==> src/rtl/alu_seq_if.sv <==
// Instruction/result handshake bundle for the sequential ALU.
// The master issues instructions; the ALU slave returns results.
interface alu_seq_if #(
    parameter int W = 8
);
    logic         iValid;
    logic         oReady;
    logic [3:0]   iOp;
    logic         iDest;
    logic [W-1:0] iA;
    logic [W-1:0] iB;
    logic         oValid;
    logic [W-1:0] oData;
    logic [W-1:0] oDataHi;
    logic         oWriteA;
    logic         oWriteB;
    logic         oRamEnableWrite;
    logic         oCa;
    logic         oCb;
    logic         oZero;

    modport master (
        output iValid, iOp, iDest, iA, iB,
        input  oReady, oValid, oData, oDataHi,
        input  oWriteA, oWriteB, oRamEnableWrite,
        input  oCa, oCb, oZero
    );

    modport slave (
        input  iValid, iOp, iDest, iA, iB,
        output oReady, oValid, oData, oDataHi,
        output oWriteA, oWriteB, oRamEnableWrite,
        output oCa, oCb, oZero
    );
endinterface

==> src/rtl/alu_seq.sv <==
// Registered ALU with per-accumulator carry flags and a
// shift-add multiplier producing a 2W-bit product.
module alu_seq #(
    parameter int W     = 8,
    parameter int CNT_W = 6
) (
    input logic  Clock,
    input logic  Reset,
    alu_seq_if.slave bus
);
    localparam logic [3:0] opAdd = 4'd0;
    localparam logic [3:0] opAdc = 4'd1;
    localparam logic [3:0] opSub = 4'd2;
    localparam logic [3:0] opSbc = 4'd3;
    localparam logic [3:0] opAnd = 4'd4;
    localparam logic [3:0] opOr  = 4'd5;
    localparam logic [3:0] opXor = 4'd6;
    localparam logic [3:0] opAsl = 4'd7;
    localparam logic [3:0] opLsr = 4'd8;
    localparam logic [3:0] opRol = 4'd9;
    localparam logic [3:0] opCmp = 4'd10;
    localparam logic [3:0] opSta = 4'd11;
    localparam logic [3:0] opMul = 4'd12;

    typedef enum logic [1:0] {
        stIdle,
        stMul,
        stDone
    } state_t;

    state_t         state;
    logic           ca;
    logic           cb;
    logic [2*W-1:0] acc;
    logic [2*W-1:0] mcand;
    logic [W-1:0]   mplier;
    logic [CNT_W-1:0] cnt;
    logic           mulDest;

    logic           ready;
    logic           valid;
    logic [W-1:0]   data;
    logic [W-1:0]   dataHi;
    logic           writeA;
    logic           writeB;
    logic           ramWrite;
    logic           zero;

    logic [W-1:0]   p;
    logic [W-1:0]   q;
    logic           cIn;
    logic [W:0]     ext;
    logic [W-1:0]   res;
    logic           cOut;
    logic           regWrite;
    logic           ramOp;

    assign p   = bus.iDest ? bus.iB : bus.iA;
    assign q   = bus.iDest ? bus.iA : bus.iB;
    assign cIn = bus.iDest ? cb : ca;

    // Single-cycle datapath, evaluated on the acceptance cycle.
    always_comb begin
        ext      = '0;
        res      = '0;
        cOut     = cIn;
        regWrite = 1'b0;
        ramOp    = 1'b0;
        unique case (bus.iOp)
            opAdd: begin
                ext      = {1'b0, p} + {1'b0, q};
                res      = ext[W-1:0];
                cOut     = ext[W];
                regWrite = 1'b1;
            end
            opAdc: begin
                ext      = {1'b0, p} + {1'b0, q}
                         + {{W{1'b0}}, cIn};
                res      = ext[W-1:0];
                cOut     = ext[W];
                regWrite = 1'b1;
            end
            opSub, opCmp: begin
                ext      = {1'b0, p} - {1'b0, q};
                res      = ext[W-1:0];
                cOut     = ext[W];
                regWrite = (bus.iOp == opSub);
            end
            opSbc: begin
                ext      = {1'b0, p} - {1'b0, q}
                         - {{W{1'b0}}, cIn};
                res      = ext[W-1:0];
                cOut     = ext[W];
                regWrite = 1'b1;
            end
            opAnd: begin
                res      = p & q;
                regWrite = 1'b1;
            end
            opOr: begin
                res      = p | q;
                regWrite = 1'b1;
            end
            opXor: begin
                res      = p ^ q;
                regWrite = 1'b1;
            end
            opAsl: begin
                res      = {p[W-2:0], 1'b0};
                cOut     = p[W-1];
                regWrite = 1'b1;
            end
            opLsr: begin
                res      = {1'b0, p[W-1:1]};
                cOut     = p[0];
                regWrite = 1'b1;
            end
            opRol: begin
                res      = {p[W-2:0], cIn};
                cOut     = p[W-1];
                regWrite = 1'b1;
            end
            opSta: begin
                res   = p;
                ramOp = 1'b1;
            end
            opMul: begin
                regWrite = 1'b1;
            end
            default: begin
                res = '0;
            end
        endcase
    end

    always_ff @(posedge Clock or negedge Reset) begin
        if (!Reset) begin
            state    <= stIdle;
            ca       <= 1'b0;
            cb       <= 1'b0;
            acc      <= '0;
            mcand    <= '0;
            mplier   <= '0;
            cnt      <= '0;
            mulDest  <= 1'b0;
            ready    <= 1'b1;
            valid    <= 1'b0;
            data     <= '0;
            dataHi   <= '0;
            writeA   <= 1'b0;
            writeB   <= 1'b0;
            ramWrite <= 1'b0;
            zero     <= 1'b0;
        end else begin
            valid    <= 1'b0;
            writeA   <= 1'b0;
            writeB   <= 1'b0;
            ramWrite <= 1'b0;
            unique case (state)
                stIdle, stDone: begin
                    ready <= 1'b1;
                    state <= stIdle;
                    if (bus.iValid && bus.iOp == opMul) begin
                        state   <= stMul;
                        ready   <= 1'b0;
                        acc     <= '0;
                        mcand   <= {{W{1'b0}}, p};
                        mplier  <= q;
                        cnt     <= '0;
                        mulDest <= bus.iDest;
                    end else if (bus.iValid) begin
                        valid    <= 1'b1;
                        data     <= res;
                        dataHi   <= '0;
                        zero     <= (res == '0);
                        writeA   <= regWrite & ~bus.iDest;
                        writeB   <= regWrite & bus.iDest;
                        ramWrite <= ramOp;
                        if (bus.iDest) cb <= cOut;
                        else           ca <= cOut;
                    end
                end
                stMul: begin
                    if (cnt == CNT_W'(W)) begin
                        state  <= stDone;
                        ready  <= 1'b1;
                        valid  <= 1'b1;
                        data   <= acc[W-1:0];
                        dataHi <= acc[2*W-1:W];
                        zero   <= (acc[W-1:0] == '0);
                        writeA <= ~mulDest;
                        writeB <= mulDest;
                        if (mulDest) cb <= |acc[2*W-1:W];
                        else         ca <= |acc[2*W-1:W];
                    end else begin
                        if (mplier[0]) acc <= acc + mcand;
                        mcand  <= mcand << 1;
                        mplier <= mplier >> 1;
                        cnt    <= cnt + CNT_W'(1);
                    end
                end
                default: begin
                    state <= stIdle;
                    ready <= 1'b1;
                end
            endcase
        end
    end

    assign bus.oReady         = ready;
    assign bus.oValid         = valid;
    assign bus.oData          = data;
    assign bus.oDataHi        = dataHi;
    assign bus.oWriteA        = writeA;
    assign bus.oWriteB        = writeB;
    assign bus.oRamEnableWrite = ramWrite;
    assign bus.oCa            = ca;
    assign bus.oCb            = cb;
    assign bus.oZero          = zero;
endmodule

==> src/flat_wrapper.sv <==
// flat-port wrapper written by rule: the top's interface ports become plain ports
module alu_seq_flat 
#(
    parameter int W     = 8,
    parameter int CNT_W = 6
)
  (Clock, Reset, bus_iValid, bus_iOp, bus_iDest, bus_iA, bus_iB, bus_oReady, bus_oValid, bus_oData, bus_oDataHi, bus_oWriteA, bus_oWriteB, bus_oRamEnableWrite, bus_oCa, bus_oCb, bus_oZero);
  alu_seq_if #(.W(W)) bus_i ();
  input logic Clock;
  input logic Reset;
  input wire logic [$bits(bus_i.iValid)-1:0] bus_iValid;
  input wire logic [$bits(bus_i.iOp)-1:0] bus_iOp;
  input wire logic [$bits(bus_i.iDest)-1:0] bus_iDest;
  input wire logic [$bits(bus_i.iA)-1:0] bus_iA;
  input wire logic [$bits(bus_i.iB)-1:0] bus_iB;
  output wire logic [$bits(bus_i.oReady)-1:0] bus_oReady;
  output wire logic [$bits(bus_i.oValid)-1:0] bus_oValid;
  output wire logic [$bits(bus_i.oData)-1:0] bus_oData;
  output wire logic [$bits(bus_i.oDataHi)-1:0] bus_oDataHi;
  output wire logic [$bits(bus_i.oWriteA)-1:0] bus_oWriteA;
  output wire logic [$bits(bus_i.oWriteB)-1:0] bus_oWriteB;
  output wire logic [$bits(bus_i.oRamEnableWrite)-1:0] bus_oRamEnableWrite;
  output wire logic [$bits(bus_i.oCa)-1:0] bus_oCa;
  output wire logic [$bits(bus_i.oCb)-1:0] bus_oCb;
  output wire logic [$bits(bus_i.oZero)-1:0] bus_oZero;
  assign bus_i.iValid = bus_iValid;
  assign bus_i.iOp = bus_iOp;
  assign bus_i.iDest = bus_iDest;
  assign bus_i.iA = bus_iA;
  assign bus_i.iB = bus_iB;
  assign bus_oReady = bus_i.oReady;
  assign bus_oValid = bus_i.oValid;
  assign bus_oData = bus_i.oData;
  assign bus_oDataHi = bus_i.oDataHi;
  assign bus_oWriteA = bus_i.oWriteA;
  assign bus_oWriteB = bus_i.oWriteB;
  assign bus_oRamEnableWrite = bus_i.oRamEnableWrite;
  assign bus_oCa = bus_i.oCa;
  assign bus_oCb = bus_i.oCb;
  assign bus_oZero = bus_i.oZero;
  alu_seq #(.W(W), .CNT_W(CNT_W)) u_core (.Clock(Clock), .Reset(Reset), .bus(bus_i));
endmodule
==> config.mk <==
export PLATFORM = sky130hd
export DESIGN_NAME = alu_seq_flat
export DESIGN_NICKNAME = d
export VERILOG_FILES = /design/src/rtl/alu_seq_if.sv /design/src/rtl/alu_seq.sv /design/src/flat_wrapper.sv
export SDC_FILE = /design/constraint.sdc
export NUM_CORES = 1
export LEC_CHECK = 0
export ABC_AREA = 1
export BUFFER_PORTS_ARGS = -buffer_cell sky130_fd_sc_hd__buf_2
export CAP_MARGIN = 20
export CORE_MARGIN = 5
export CORE_UTILIZATION = 45
export CTS_CLUSTER_SIZE = 25
export DETAILED_ROUTE_END_ITERATION = 8
export PLACE_DENSITY_LB_ADDON = 0.08
export REMOVE_ABC_BUFFERS = 1
export SLEW_MARGIN = 25
export SYNTH_ARGS = -nofsm -noshare
export SYNTH_HDL_FRONTEND = slang
export SYNTH_SLANG_ARGS = --single-unit
==> constraint.sdc <==
create_clock -name Clock -period 1.8 [get_ports Clock]
set_input_delay 0.09 -clock Clock [delete_from_list [all_inputs] [get_ports Clock]]
set_output_delay 0.09 -clock Clock [all_outputs]
set_load 0.05 [all_outputs]
; After elaboration in Yosys (flattened, before gate mapping)
; Cells that the tools add are included.
[op_classes]
addsub = 6
eq_ne = 25
n_mux = 65
bitwise_logic = 7
reduce_logical = 17
[op_table]
columns = operator, count
row1 = $pmux W8 S11, 1
row2 = $mux W16, 5
row3 = $mux W8, 10
row4 = $pmux W16 S2, 2
row5 = $pmux W8 S2, 3
row6 = $mux W1, 30
row7 = $eq A4 B4 Y1 const B, 5
row8 = $add A16 B16 Y16, 1
row9 = $eq A4 B3 Y1 const B, 4
row10 = $logic_not A8 Y1, 2
row11 = $pmux W1 S2, 8
row12 = $mux W6, 2
row13 = $ne A2 B2 Y1 const B, 6
row14 = $pmux W6 S2, 1
row15 = $reduce_and A6 Y1, 2
row16 = $reduce_or A10 Y1, 1
row17 = $add A8 B8 Y9, 1
row18 = $add A9 B1 Y9, 1
row19 = $sub A8 B8 Y9, 1
row20 = $sub A9 B1 Y9, 1
row21 = $and A8 B8 Y8, 1
row22 = $eq A4 B2 Y1 const B, 2
row23 = $ne A2 B1 Y1 const B, 4
row24 = $or A8 B8 Y8, 1
row25 = other kinds (20), 25
[totals]
reg_bits = 73
output_inout_bits = 24
word_cells = 136

; Longest topological paths before layout
; Gate-level depths: netlist of the first run.
[depth]
depth_word = 8
ltp_mapped = 23
ltp_nobuf = 22

; Worst setup path before layout of the first run
; OpenSTA, ideal clock, no wires.
[synth_timing]
kind = input to register
startpoint = in bus_iDest
endpoint = reg u_core.zero (netlist: u_core.bus.oZero)
setup_ps = 73
arrival_ps = 2563
required_time_ps = 1727
path_slack_ps = -836
path_stages = 19
path_cell_list = buf_4 clkbuf_1 nand2_1 o21ai_0 inv_1 ha_1 fa_1 ha_1 nand2_1 nand2_1 nor2_1 nand3_1 nor2_1 nand2_1 nor2_1 nand3_1 nor2_1 nand3_1 a21oi_2
[synth_via]
elab_chain_cells = 8
word_cells_on_any_way = 15
[synth_rtl]
columns = element, line_no
row1 = from (decl), flat_wrapper.sv:13  ; input wire logic [$bits(bus_i.iDest)-1:0] bus_iDest;
row2 = "$mux W8, on equally long branches", "alu_seq.sv:58, alu_seq.sv:59"
row3 = $sub A8 B8 Y9 / $add A8 B8 Y9 (equally long branches), --
row4 = $sub A9 B1 Y9 / $add A9 B1 Y9 (equally long branches), "alu_seq.sv:91, alu_seq.sv:78"
row5 = $pmux W8 S11 *, alu_seq.sv:69  ; unique case (bus.iOp)
row6 = $logic_not A8 Y1 *, alu_seq.sv:175  ; zero <= (res == '0);
row7 = $mux W1 *, alu_seq.sv:171  ; end else if (bus.iValid) begin
row8 = $mux W1 *, alu_seq.sv:163  ; if (bus.iValid && bus.iOp == opMul) begin
row9 = $pmux W1 S2 *, alu_seq.sv:159  ; unique case (state)
row10 = to (signal assigned), alu_seq.sv:175
row11 = to (signal assigned), alu_seq.sv:190  ; zero <= (acc[W-1:0] == '0);
row12 = to (decl), alu_seq.sv:47  ; logic zero;
; Mark *: on every way between the ends. The rest lies on a longest branch, timed or not. The select of a mux whose other input is x is not followed.
; A chain may end at the register's enable or synchronous reset.

; Worst setup path after layout of the first run
; Ends and elaborated chain as after synthesis.

==> results of run 1 <==
==> registers in the layout, summed over array words and instances (netlist names) <==
signal                      flops
u_core.bus.oDataHi              8
u_core.bus.oData                8
u_core.bus.oZero                1
u_core.cnt                      6
u_core.bus.oValid               1
u_core.mplier                   8
u_core.bus.oCa                  1
u_core.acc                     16
u_core.mcand                   16
u_core.bus.oRamEnableWrite      1
u_core.bus.oWriteB              1
u_core.bus.oReady               1
u_core.mulDest                  1
u_core.state                    2
u_core.bus.oWriteA              1
u_core.bus.oCb                  1
==> placed cells by master (no fill, tap or decap), types with 8 or more instances in the layout <==
master,Yosys,final
nand2_1,231,197
ha_2,0,8
o21ai_1,24,31
nor2_1,91,72
a31oi_1,13,13
inv_1,96,78
dfrtp_1,72,69
o22ai_1,16,13
nor2_2,10,25
nand2_2,6,34
a21oi_2,4,12
o21ai_0,56,33
inv_2,22,37
ha_4,0,14
ha_1,44,22
o21ai_2,4,17
nand3_2,2,18
nor3_1,13,10
buf_4,3,185
buf_2,8,45
nand4_1,12,12
nand3_1,52,32
clkbuf_16,0,9
a21oi_1,40,29
==> metrics by stage <==
| step | setup WS, ns | TNS, ns | power [mW] |
|---|---|---|---|
| 3_3_place_gp | -1.07 | -12.04 | 8.88 |
| 3_5_place_dp | -1.16 | -13.35 | 9.06 |
| 4_1_cts | -0.431 | -3.92 | 12.1 |
| 6_report | -0.530 | -4.76 | 13.0 |
| 2_1_floorplan | -0.601 | -12.39 | 6.44 |
| 5_1_grt | -0.693 | -7.11 | 13.8 |
==> layer usage <==
metal	vias up	GRT usage
met1	3130	0.378
met5	-	0
li1	3331	-
met2	217	0.392
met3	43	0.0386
met4	2	0.0780
==> kinds of logic after synthesis <==
family,Yosys count,share of synthesized area
AND/OR/NAND/NOR,432,0.312
AO/OA/AOI/OAI,177,0.172
buffers and inverters,139,0.0949
flip-flops,73,0.311
adder cells (fa/ha/maj),47,0.104
XOR/XNOR,4,0.00596
==> worst min-delay path, cell delays in order <==
cell	delay, ns
buf_2	0.12
inv_1	0.08
nor3_1	0.06
==> layout make-up <==
type                       count  area, um^2  share of cell area
clock buffer                  12         256              0.0288
timing repair buffer         243        1800               0.203
tap                          172         215              0.0242
inverter                     119         459              0.0516
clock inverter                 4        98.8              0.0111
sequential                    73        1830               0.206
multi-input combinational    660        4240               0.476
==> worst max path at each step <==
stage	startpoint	to	slack, ns
floorplan	u_core.state[0]	u_core.bus.oCb	-0.60
global placement	bus_iDest	u_core.bus.oCa	-1.07
detailed placement	bus_iDest	u_core.bus.oCa	-1.16
CTS	bus_iDest	u_core.bus.oZero	-0.43
global route	bus_iDest	u_core.bus.oZero	-0.69
finish	bus_iDest	u_core.bus.oZero	-0.53
==> repair_timing <==
item                       in CTS  in global routing
hold endpoints to repair       36                  0
gates resized for setup       132                 99
buffers inserted               24                 16
pin swaps                      54                 58
setup endpoints to repair      22                 50
hold buffers                    1                  0
==> power by group <==
group / leakage, nW / internal (mW) / switching, mW
clock: 0.173 / 1.43 / 0.689
sequential: 0.911 / 2.30 / 0.476
combinational: 3.36 / 3.41 / 4.65
==> flow_summary_export.csv, run 1 <==
group,metric,value,unit
die,die_area,0.0155,mm^2
logic_synthesis,syn_area_per_cell,6.75,um^2
worst_setup_path,required,2.02,ns
final_layout,drive_gt1_frac,0.427,
worst_setup_path,r2r_cells,13,
die,rows,41,
worst_setup_path,path_cells,"buf_12, inv_6, buf_6, or2_4, o21ai_4, inv_2, fa_2, buf_4, nand2_1, nor2_2, nand3_2, nor2_2, nand2_2, o21ai_2, nand3_2, nand2_2, nor2_1, nand3_1, a21oi_2",
logic_synthesis,yosysMostFrequentCell,"nand2_1",
route,drcViolationCount,0,
final_layout,final_util,0.700,
job,cap_violations,0,
logic_synthesis,netlist_instances,872,
final_layout,stdcell_count,1283,
power,ir_drop,0.000998,V
route,avgViaCountPerCell,5.24,
final_layout,final_nets,1177,
clocking,clock_path_buffers,2,
route,dr_wl_met2,9250,um
logic_synthesis,synthFlopType,"dfrtp_1",
placement,portBuffers,47,
worst_setup_path,critical_path_class,"input port to flip-flop",
min_path,hold_depth,3,
worst_setup_path,crit_path_end_kind,"flip-flop",
worst_setup_path,critPathArrivalTime,2.55,ns
logic_synthesis,synth_edf_count,0,
route,ant_nets,0,
worst_setup_path,r2r_end,"u_core.acc[12]",
die,ioPinCount,48,
clocking,clk_pin_slew_worst_paths,0.06,ns
placement,place_congestion,0.880,
run_status,violations,"negative setup slack",
global_route,grt_pass1_vias,6685,
run_status,status,"finished with violations",
final_layout,fillers,1054,
worst_setup_path,reg2reg_from,"u_core.mcand[0]",
route,dr.pass1.iters,5,
worst_setup_path,critPathMaxStageDelay,0.61,ns
route,wl_met1,9680,um
clocking,root_buffer,"clkbuf_16",
die,core,0.0127,mm^2
die,initial_core_util,0.462,
sta,worstMarginPinSlew,0.523,ns
min_path,hold_path.class,"input port to flip-flop",
worst_setup_path,critPathLaunchType,"input port",
final_layout,antennaDiodeCount,0,
route,wl,20600,um
logic_synthesis,synth_area_leader_cell,"dfrtp_1",
sta,final-max-slew-violation-count,0,
die,die_y,124,um
route,wl_met3,1160,um
worst_setup_path,cp_slowest_cell,"fa_2",
global_route,overflow,0,
power,p_leak,4.45,nW
min_path,worstHoldEndpoint,"u_core.bus.oRamEnableWrite",
global_route,antenna_found_initial,1,
sta,worst_slack,-0.530,ns
placement,dp.cells,1239,
die,dieWidth,124,um
worst_setup_path,crit_cells,19,
logic_synthesis,ys_seq_area_frac,0.311,
logic_synthesis,synth_area_leaders,"dfrtp_1, nand2_1, ha_1",
sta,max_freq,429,MHz
global_route,track_usage,0.258,
global_route,grt_max_degree,39,
logic_synthesis,synth_top_area_frac,0.306,
clocking,cts.htree.levels,3,
route,wire_per_inst,16.1,um
logic_synthesis,ys_top_cells_by_count,"nand2_1, inv_1, nor2_1, dfrtp_1, o21ai_0",
logic_synthesis,ys_warn_count,0,
route,drt_iter0_markers,545,
final_layout,fin_area,0.00890,mm^2
worst_setup_path,cp_max_fo,8,
worst_setup_path,path_buf_inv,5,
clocking,cts_buffers,9,
route,dr_total_vias,6723,
sta,min_period,2.33,ns
final_layout,area.growth.synth_to_final,51.3,%
placement,hpwl,15400,um
logic_synthesis,synthArstFlopShare,1.00,
global_route,grt_pass1_wl,33100,um
sta,finalHoldViolCount,0,
clocking,cts_sinks,73,
sta,rsz0062_at_grt,"true",
sta,slew_headroom,0.648,
placement,dpl-instance-area,0.00754,mm^2
min_path,hold_start,"bus_iValid",
worst_setup_path,r2r_slack,-0.27,ns
power,powerDensity,1460,mW/mm^2
logic_synthesis,synthDistinctLibCells,45,
sta,setup_viol,19,
clocking,cts_tree,"done",
logic_synthesis,ys_ff_latch,73,
clocking,insertion_delay,0.34,ns
route,top_layer_used,"met5",
sta,fin_skew,0.00818,ns
sta,hold_ws,0.0507,ns
sta,period_share,1.29,
worst_setup_path,crit_family,"simple AND/OR/NAND/NOR gates",
logic_synthesis,syn_area,0.00588,mm^2
(Power assumes the default switching activity.)
==> run 2: changes to the inputs <==
RECOVER_POWER = 25   (was unset)
==> flow_summary_export.csv, run 2 (synthesis gave the netlist of run 1 again) <==
group,metric,value,unit
run_status,status,"finished with violations",
run_status,violations,"negative setup slack",
route,dr_total_vias,6721,
worst_setup_path,cp_max_fo,8,
final_layout,final_cell_mix,"nand2_1, buf_4, inv_1",
global_route,overflow,0,
job,cap_violations,0,
placement,hpwl,15400,um
final_layout,regArea,0.00183,mm^2
power,ir_drop,0.000998,V
sta,fin_skew,0.00820,ns
die,rows,41,
final_layout,final_nets,1177,
clocking,cts_tree,"done",
final_layout,multi_input_area,0.00424,mm^2
final_layout,drive_gt1_frac,0.427,
sta,min_period,2.33,ns
power,powerDensity,1460,mW/mm^2
final_layout,stdcell_count,1283,
die,ioPinCount,48,
final_layout,mostFrequentLayoutCell,"nand2_1",
route,ant_nets,0,
global_route,grt_pass1_wl,33100,um
worst_setup_path,r2r_slack,-0.27,ns
route,wire_per_inst,16.0,um
final_layout,antennaDiodeCount,0,
final_layout,area.growth.synth_to_final,51.0,%
sta,max_freq,429,MHz
route,drt_iter0_markers,545,
global_route,track_usage,0.258,
die,die_area,0.0155,mm^2
die,dieWidth,124,um
worst_setup_path,critPathLaunchType,"input port",
power,p_leak,4.44,nW
sta,finalHoldViolCount,0,
worst_setup_path,critPathArrivalTime,2.55,ns
route,avgViaCountPerCell,5.24,
global_route,grt_max_degree,39,
final_layout,reg_top3,"u_core.acc x16, u_core.mcand x16",
die,initial_core_util,0.462,
sta,worstMarginPinSlew,0.944,ns
route,wl,20600,um
die,die_y,124,um
placement,portBuffers,47,
worst_setup_path,required,2.02,ns
worst_setup_path,crit_path_end_kind,"flip-flop",
clocking,root_buffer,"clkbuf_16",
sta,final-max-slew-violation-count,0,
clocking,insertion_delay,0.34,ns
sta,slew_headroom,0.371,
global_route,grt_pass1_vias,6685,
route,dr.pass1.iters,5,
placement,place_congestion,0.880,
sta,setup_viol,19,
sta,rsz0062_at_grt,"true",
min_path,hold_path.class,"input port to flip-flop",
sta,hold_ws,0.0507,ns
clocking,cts.htree.levels,3,
route,drcViolationCount,0,
global_route,antenna_found_initial,1,
clocking,clk_pin_slew_worst_paths,0.06,ns
sta,worst_slack,-0.530,ns
placement,dp.cells,1239,
sta,period_share,1.29,
clocking,clock_path_buffers,2,
die,core,0.0127,mm^2
clocking,cts_buffers,9,
clocking,cts_sinks,73,
final_layout,fillers,1057,
worst_setup_path,critical_path_class,"input port to flip-flop",
## run 2: critical path, cell delays in order
cell	delay, ns
buf_12	0.10
inv_6	0.03
buf_6	0.11
or2_4	0.23
o21ai_4	0.10
inv_2	0.09
fa_2	0.61
buf_4	0.12
nand2_1	0.05
nor2_2	0.15
nand3_2	0.12
nor2_2	0.16
nand2_2	0.09
o21ai_2	0.14
nand3_2	0.09
nand2_2	0.09
nor2_1	0.04
nand3_1	0.09
a21oi_2	0.05
## run 2: routing by layer
metal	GRT usage	vias up	part of all wire
met1	0.378	3125	0.47
met5	0	-	0.00039
met4	0.0780	2	0.024
met3	0.0386	43	0.058
met2	0.392	221	0.45
li1	-	3330	-
## run 2: timing repair
action / in CTS / in global routing
endpoints found under the hold margin: 36 / 0
setup buffers: 24 / 16
pin swaps: 54 / 58
resized for setup: 132 / 99
hold buffers: 1 / 0
endpoints found under the setup margin: 22 / 50
## run 2: area by class of cell
cell class	count	share of cell area
clock buffers	12	0.0289
clock inverters	4	0.0111
inverters	119	0.0517
multi-input cells	660	0.477
flip-flops and latches	73	0.206
well taps	172	0.0242
repair buffers	243	0.201
## run 2: per-stage QoR
stage | setup slack [ns] | total power [mW] | setup TNS [ns] | instance area, um^2 | utilization
after global placement | -1.07 | 8.88 | -12.04 | 7540 | 0.592
after floorplan | -0.601 | 6.44 | -12.39 | 5770 | -
final | -0.530 | 12.9 | -4.72 | 8880 | 0.698
after global routing | -0.693 | 13.8 | -7.18 | 8880 | 0.698
after detailed placement | -1.16 | 9.06 | -13.35 | 7540 | 0.592
after CTS | -0.431 | 12.1 | -3.92 | 8470 | 0.666
## run 2: final timing paths
kind	startpoint	to	cells after the start
min in group asynchronous	Reset	u_core.bus.oData[6]	2
min	bus_iValid	u_core.bus.oRamEnableWrite	3
max in group asynchronous	Reset	u_core.state[0]	3
max reg2reg	u_core.mcand[0]	u_core.acc[12]	13
min reg2reg	u_core.bus.oReady	u_core.bus.oReady	2
max	bus_iDest	u_core.bus.oZero	19
## run 2: where the power goes
group	internal [mW]	switching (mW)	leakage, nW	total, mW
registers	2.30	0.475	0.911	2.77
logic	3.40	4.65	3.36	8.05
clock network	1.43	0.690	0.173	2.12
total	7.14	5.81	4.44	12.9
